===== src/rtl/keypad_pkg.sv =====
// Shared definitions for the keypad scan controller and the press FSM it serves.
// The press-state encodings let benches decode the press FSM state bus.
package keypad_pkg;

  localparam int NUM_COLS = 4;
  localparam int NUM_ROWS = 4;

  typedef enum logic [1:0] {
    DRIVE  = 2'd0,
    SAMPLE = 2'd1,
    LOCK   = 2'd2
  } scan_state_t;

  typedef enum logic [1:0] {
    IDLE     = 2'd0,
    DEBOUNCE = 2'd1,
    HOLD     = 2'd2,
    RELEASE  = 2'd3
  } press_state_t;

endpackage


===== src/rtl/keypad_scan_ctrl_debounce.sv =====
// Debounce timer shared with the press FSM: counts while enabled and emits a
// one-cycle done pulse every DEBOUNCE_CYC cycles. Dropping en clears it at once.
module debounce_counter #(
  parameter int DEBOUNCE_CYC = 50000
) (
  input  logic clk,
  input  logic reset,
  input  logic en,
  output logic done
);

  localparam int CW = $clog2(DEBOUNCE_CYC);
  localparam logic [CW-1:0] TERM = CW'(DEBOUNCE_CYC - 1);

  logic [CW-1:0] count;

  // NOTE: sequential state uses non-blocking assignments so every flop samples
  // the values from before the edge, independent of statement order.
  always_ff @(posedge clk) begin
    if (!reset) begin
      count <= '0;
      done  <= 1'b0;
    end else if (!en) begin
      count <= '0;
      done  <= 1'b0;
    end else if (count == TERM) begin
      count <= '0;
      done  <= 1'b1;
    end else begin
      count <= count + 1'b1;
      done  <= 1'b0;
    end
  end

endmodule


===== src/rtl/keypad_scan_ctrl.sv =====
// Column scanner for a 4x4 keypad: rotates a one-hot column drive, synchronizes
// the rows, freezes on a pressed column until the press FSM goes idle.
module keypad_scan_ctrl
  import keypad_pkg::*;
#(
  parameter int SETTLE_CYC   = 4,
  parameter int DEBOUNCE_CYC = 50000
) (
  input  logic                clk,
  input  logic                reset,
  input  logic [NUM_ROWS-1:0] rows_raw,
  input  logic                fsm_busy,
  input  logic                debounce_en,
  output logic [NUM_COLS-1:0] cols,
  output logic [NUM_ROWS-1:0] rows,
  output logic                countDone,
  output logic [1:0]          col_idx,
  output logic                scan_locked
);

  localparam int SW = $clog2(SETTLE_CYC + 1);
  localparam logic [SW-1:0] SETTLE_LAST = SW'(SETTLE_CYC - 1);

  logic [NUM_ROWS-1:0] sync_q1, rows_sync;
  scan_state_t         state, state_nxt;
  logic [SW-1:0]       settle_cnt, settle_nxt;
  logic [1:0]          col_idx_nxt;
  logic                guard, guard_nxt;

  always_ff @(posedge clk) begin
    if (!reset) begin
      sync_q1    <= '0;
      rows_sync  <= '0;
      state      <= DRIVE;
      settle_cnt <= '0;
      col_idx    <= '0;
      guard      <= 1'b0;
    end else begin
      sync_q1    <= rows_raw;
      rows_sync  <= sync_q1;
      state      <= state_nxt;
      settle_cnt <= settle_nxt;
      col_idx    <= col_idx_nxt;
      guard      <= guard_nxt;
    end
  end

  // NOTE: every signal written here gets a default first, so no path through
  // the case statement can leave one unassigned and infer a latch.
  always_comb begin
    state_nxt   = state;
    settle_nxt  = settle_cnt;
    col_idx_nxt = col_idx;
    guard_nxt   = guard;
    unique case (state)
      DRIVE: begin
        if (settle_cnt == SETTLE_LAST) begin
          settle_nxt = '0;
          state_nxt  = SAMPLE;
        end else begin
          settle_nxt = settle_cnt + 1'b1;
        end
      end
      SAMPLE: begin
        if (rows_sync != '0) begin
          guard_nxt = 1'b0;
          state_nxt = LOCK;
        end else begin
          col_idx_nxt = col_idx + 2'd1;
          state_nxt   = DRIVE;
        end
      end
      LOCK: begin
        // Guard holds LOCK through its entry cycle, before the press FSM has
        // had a chance to raise busy for this key.
        guard_nxt = 1'b1;
        if (guard && !fsm_busy) begin
          col_idx_nxt = col_idx + 2'd1;
          state_nxt   = DRIVE;
        end
      end
      default: state_nxt = DRIVE;
    endcase
  end

  assign cols        = NUM_COLS'(1) << col_idx;
  assign rows        = (state == DRIVE) ? '0 : rows_sync;
  assign scan_locked = (state == LOCK);

  debounce_counter #(
    .DEBOUNCE_CYC(DEBOUNCE_CYC)
  ) u_debounce (
    .clk  (clk),
    .reset(reset),
    .en   (debounce_en),
    .done (countDone)
  );

endmodule

===== config.mk =====
export PLATFORM = sky130hd
export DESIGN_NAME = keypad_scan_ctrl
export DESIGN_NICKNAME = d
export VERILOG_FILES = /design/src/rtl/keypad_pkg.sv /design/src/rtl/keypad_scan_ctrl_debounce.sv /design/src/rtl/keypad_scan_ctrl.sv
export SDC_FILE = /design/constraint.sdc
export NUM_CORES = 1
export LEC_CHECK = 0
export CAP_MARGIN = 5
export CORE_MARGIN = 2
export CORE_UTILIZATION = 30
export DETAILED_ROUTE_END_ITERATION = 12
export PLACE_DENSITY = 0.54
export SLEW_MARGIN = 10
export SYNTH_ARGS = -nofsm -noshare
export SYNTH_HDL_FRONTEND = slang
export SYNTH_SLANG_ARGS = --single-unit

===== constraint.sdc =====
create_clock -name clk -period 2.7 [get_ports clk]
set_input_delay 0.54 -clock clk [delete_from_list [all_inputs] [get_ports clk]]
set_output_delay 0.54 -clock clk [all_outputs]
set_load 0.02 [all_outputs]

* After elaboration in Yosys (flattened, before gate mapping)
Cells that the tools add are included.
** Storage, ports and cells
- Register bits :: 33
- Bits of input ports :: 8
- Output and inout bits :: 12
- Logic and storage cells :: 44
** Cells by class
- Add/subtract/negate cells :: 3
- Equality and inequality tests :: 8
- Shift operators :: 1
- Muxes and demuxes :: 12
- Bitwise gates (word level) :: 2
- Reductions and logical operators :: 10
** Operators with widths (number)
- adder 16 x 1 -> 16 bit, second input constant :: 1
- equality test 16 bit, second input constant :: 1
- 2-to-1 mux 2 bit :: 5
- != test 2 bit, second input constant :: 3
- one-hot mux 2 bit (3 select lines) :: 1
- AND reduction 2 bit :: 3
- 2-to-1 mux 4 bit :: 1
- one-hot mux 2 bit (2 select lines) :: 1
- nonzero test 4 bit :: 1
- left shift 1 x 2 -> 4 bit, first input constant :: 1
- adder 3 x 1 -> 3 bit, second input constant :: 1
- equality test 3 x 2 -> 1 bit, second input constant :: 1
- 2-to-1 mux 3 bit :: 1
- AND reduction 3 bit :: 1
- OR reduction 3 bit :: 1
- adder 2 x 1 -> 2 bit, second input constant :: 1
- equality test 2 x 1 -> 1 bit, second input constant :: 1
- equality test 2 bit, second input constant :: 1
- zero test 2 bit :: 1
- 2-to-1 mux 1 bit :: 2
- != test 2 x 1 -> 1 bit, second input constant :: 1
- NOT 1 bit :: 2
- one-hot mux 1 bit (2 select lines) :: 1
- nonzero test 2 bit :: 1
- 2 further kinds :: 2

* Longest topological paths before layout
- Word-level depth :: 4
- Mapped depth :: 6
- Mapped depth without buffers :: 6

* Cells and area by module
Synthesis repeated with hierarchy kept, for this count alone.
** Unflattened totals
- Cells, all modules :: 154
- Area total of the unflattened synthesis :: 1524.0 sq um
** By module, submodules not included
- debounce_counter :: instances 1, cells each 82, area an instance 802.0 sq um, sequential area each 340.3 sq um
- keypad_scan_ctrl :: instances 1, cells each 72, area an instance 721.9 sq um, sequential area each 320.3 sq um

* Worst setup path after synthesis
OpenSTA, ideal clock, no wires.
- Kind :: register to register
- From :: reg u_debounce.count[12]
- To :: reg u_debounce.count[4]
- Library setup time :: 0.115 ns
- Arrival :: 1.645 ns
- Slack :: 0.940 ns
- Cell stages (with the launch flop) :: 6
- Path buffers :: 1
- Clock period less this slack :: 1.760 ns
- Cells stage by stage :: dfxtp_1 > or4bb_1 > or4_4 > nand3_2 > buf_6 > nor2_1
** Between the ends
- Longest elaborated chain between the ends :: 2
** RTL lines
- from (decl) :: RTL line keypad_scan_ctrl_debounce.sv:15 : logic [CW-1:0] count;
- from (signal assigned) :: RTL line keypad_scan_ctrl_debounce.sv:30 : count <= count + 1'b1;
- equality test 16 bit :: RTL line keypad_scan_ctrl_debounce.sv:26 : end else if (count == TERM) begin
- OR reduction 3 bit (no line)
Every way passes these cells.
A chain may end at the register's enable or synchronous reset.

* Final worst setup path
- From :: reg state[0]
- To :: out rows[2]
** Between the ends
- Longest elaborated chain between the ends :: 2
** RTL lines
- from (decl) :: RTL line keypad_scan_ctrl.sv:25 : scan_state_t state, state_nxt;
- from (signal assigned) :: RTL line keypad_scan_ctrl.sv:41 : state <= state_nxt;
- zero test 2 bit :: RTL line keypad_scan_ctrl.sv:87 : assign rows = (state == DRIVE) ? '0 : rows_sync;
- 2-to-1 mux 4 bit :: RTL line keypad_scan_ctrl.sv:87
- to (decl) :: RTL line keypad_scan_ctrl.sv:15 : output logic [NUM_ROWS-1:0] rows,
Every way passes these cells.

==> impl_metrics.toml <==
[worst_setup_path]
path_class = "reg -> out"
reg2reg_setup_slack_ps = 760
crit_required_ps = 2160
crit_path_start_kind = "flip-flop"
reg2reg_to = "u_debounce.count[12]"
crit_arrival_ps = 1780
startpoint = "state[0]"
crit_fanout = 10
r2r_start = "u_debounce.count[0]"
r2r_cells = 5
end_kind = "output pin"

[floorplanning]
ios = 20
initial_core_util_pct = 30.5
fp-row-count = 25
core_mm2 = 0.00466
dieArea_mm2 = 0.00531
die_w_um = 72.9
die_height_um = 72.9

[route]
drt-vias-per-instance = 4.59
wire_per_inst_um = 10.4
ant_nets = 0
totalWireLength_mm = 2.37
initialDrtViolationCount = 32
num_vias = 1046
firstDrtPassIters = 4
drc = 0

[global_routing]
grt_pass1_wl_mm = 4.28
grt_overflow = 0
grt_pass1_vias = 993
grt_util_all_layers_pct = 10.2
antenna_found_initial = 0
grt_max_degree = 18

[cells_and_area]
multi_input_area_um2 = 709
nFillCells = 455
regArea_um2 = 661
drive_gt1_share_pct = 5.75
antennaDiodeCount = 0
final_nets = 191
syn2layout_area_growth_pct = 23.4

[hold_path]
worstHoldEndpoint = "settle_cnt[2]"
hold_start = "settle_cnt[2]"
holdPathStages = 2
hold_path_class = "reg -> reg"

[power_and_ir_drop]
leakagePower_nw = 0.620
power_switching_uw = 336
switching_share_pct = 27.9
p_comb_share_pct = 24.1
p_per_area_mw_per_mm2 = 687
total_power_mw = 1.21
pwr-share-clk_pct = 30.1
intPower_uw = 870
vdd_ir_drop_max_v = 0.000241
power_frac_seq_pct = 45.8

[cts]
postCtsSetupRepairBufs = 0
cts_buffers = 5
clk_latency_ps = 270
ctsHoldBuffers = 0
cts_sinks = 33
clkTransAtPathRegs_ps = 60
clockRootBuffer = "clkbuf_8"
cts_tree = "yes"
cts_resized = 0
h-tree-depth = 2
max-clock-path-buffers = 2

[timing]
slew_viol_final = 0
rsz0062_at_grt = "false"
hold_viol_final = 0
post-route-period-util_pct = 86.0
setup-tns-final_ps = 0
max_freq_ghz = 0.431
setup_viol = 0
min_period_ps = 2320
finClkSkew_ps = 1.61
slew_headroom_pct = 64.5
tightestPinTransition_ps = 526

[placed_design]
dp_hpwl_mm = 1.78
routabilityCongestion = 0.775
portBuffers = 19

[synth]
synthCells = 150
synth_seq_cells = 33
avgSynthCellArea_um2 = 9.48
synth_cell_types = 28
ys_seq_area_share_pct = 46.4
syn_nets = 167
synth.cell_area_mm2 = 0.00142
yosysWarningCount = 0

[run]
drv_cap = 0

[status]
status = "complete, no violations"
[state kept, by name (all words and copies together), names as in the netlist]
register          cells
sync_q1               4
u_debounce.done       1
settle_cnt            3
rows_sync             4
col_idx               2
u_debounce.count     16
guard                 1
state                 2
[layout by cell type (no fill, tap or decap), types with 2 or more instances in the layout]
cell / count
a21oi_1: 3
nand4_1: 3
nor3_1: 4
clkdlybuf4s50_1: 19
and2_1: 11
inv_1: 9
nand2_1: 6
nand3_1: 5
nor2_1: 22
dfxtp_1: 33
nor4_1: 4
ha_1: 9
nor2b_1: 7
nand2b_1: 2
xnor2_1: 14
clkbuf_8: 6
mux2i_1: 4
[Yosys cell counts]
master	instances	area share (%)
dfxtp_1	33	46
nor3b_1	1	0.53
nor2b_1	7	3.1
ha_1	9	7.9
nand4b_1	1	0.62
or4_4	1	0.79
xnor2_1	14	8.6
clkbuf_1	2	0.53
nand4_1	3	1.3
or4_1	1	0.53
nand2b_1	2	0.88
o221a_2	1	0.79
mux2i_1	4	2.8
inv_1	9	2.4
or4bb_1	1	0.79
o41ai_1	1	0.62
nor4_1	4	1.8
nand3_1	5	1.8
nor3_1	4	1.4
a21oi_1	3	1.1
a22oi_1	1	0.53
o211ai_1	1	0.53
nand2_1	6	1.6
xor2_1	1	0.62
and2_1	11	4.8
nor2_1	22	5.8
buf_6	1	0.79
nand3_2	1	0.70
[metrics by stage]
| stage | cells | hold slack [ps] | instance area (um2) | utilization, % | worst slack (ps) |
|---|---|---|---|---|---|
| CTS | 228 | 430 | 1760 | 37.7 | 355 |
| finish | 228 | 430 | 1760 | 37.7 | 378 |
| global placement | 221 | 414 | 1670 | 35.8 | 717 |
| detailed placement | 221 | 418 | 1670 | 35.8 | 658 |
| floorplan | 150 | 407 | 1420 | - | 940 |
| global route | 228 | 445 | 1760 | 37.7 | 237 |
[cell families (layout without fill, tap and decap cells)]
family	count (synthesis)	count (layout)	share of synthesized area, %
multiplexers	4	4	2.81
flip-flops	33	33	46.4
AND/OR/NAND/NOR	70	70	26.4
adder cells (fa/ha/maj)	9	9	7.92
XOR/XNOR	15	15	9.24
AO/OA/AOI/OAI	7	7	3.52
buffers and inverters	12	36	3.69
[how the worst max path moves through the flow]
stage / slack (ps) / to / cells after the start
global placement: 720 / rows[3] / 4
global route: 240 / rows[0] / 4
finish: 380 / rows[2] / 4
CTS: 350 / rows[2] / 4
floorplan: 940 / u_debounce.count[4] / 5
detailed placement: 660 / rows[2] / 4
[per-layer routing]
metal  part of all wire, %  wire [um]  track usage (%)  vias to the layer above
met5                     0          0                0                        -
met4                   1.2         29             3.50                        0
met2                    47       1100             17.0                       19
li1                      -          -                -                      546
met3                   3.2         75             3.59                        3
met1                    49       1160             12.3                      478
[area by class of cell]
class | instances | share of cell area, %
tap | 54 | 3.85
clock buffer | 7 | 4.92
sequential | 33 | 37.6
timing repair buffer | 20 | 11.3
inverter | 9 | 1.92
multi-input combinational | 105 | 40.4
[critical path: stages, from the launching register on]
cell and delay (ps):
dfxtp_1 360, inv_1 80, ha_1 320, nor2b_1 140, clkdlybuf4s50_1 610
[power by group through the flow]
stage               registers (mW)  logic (mW)  clock network, mW
floorplan                    0.566       0.194                  0
global placement             0.560       0.283                  0
detailed placement           0.563       0.297                  0
CTS                          0.553       0.298              0.376
global route                 0.558       0.334              0.405
finish                       0.552       0.291              0.363
(Power assumes the default switching activity.)
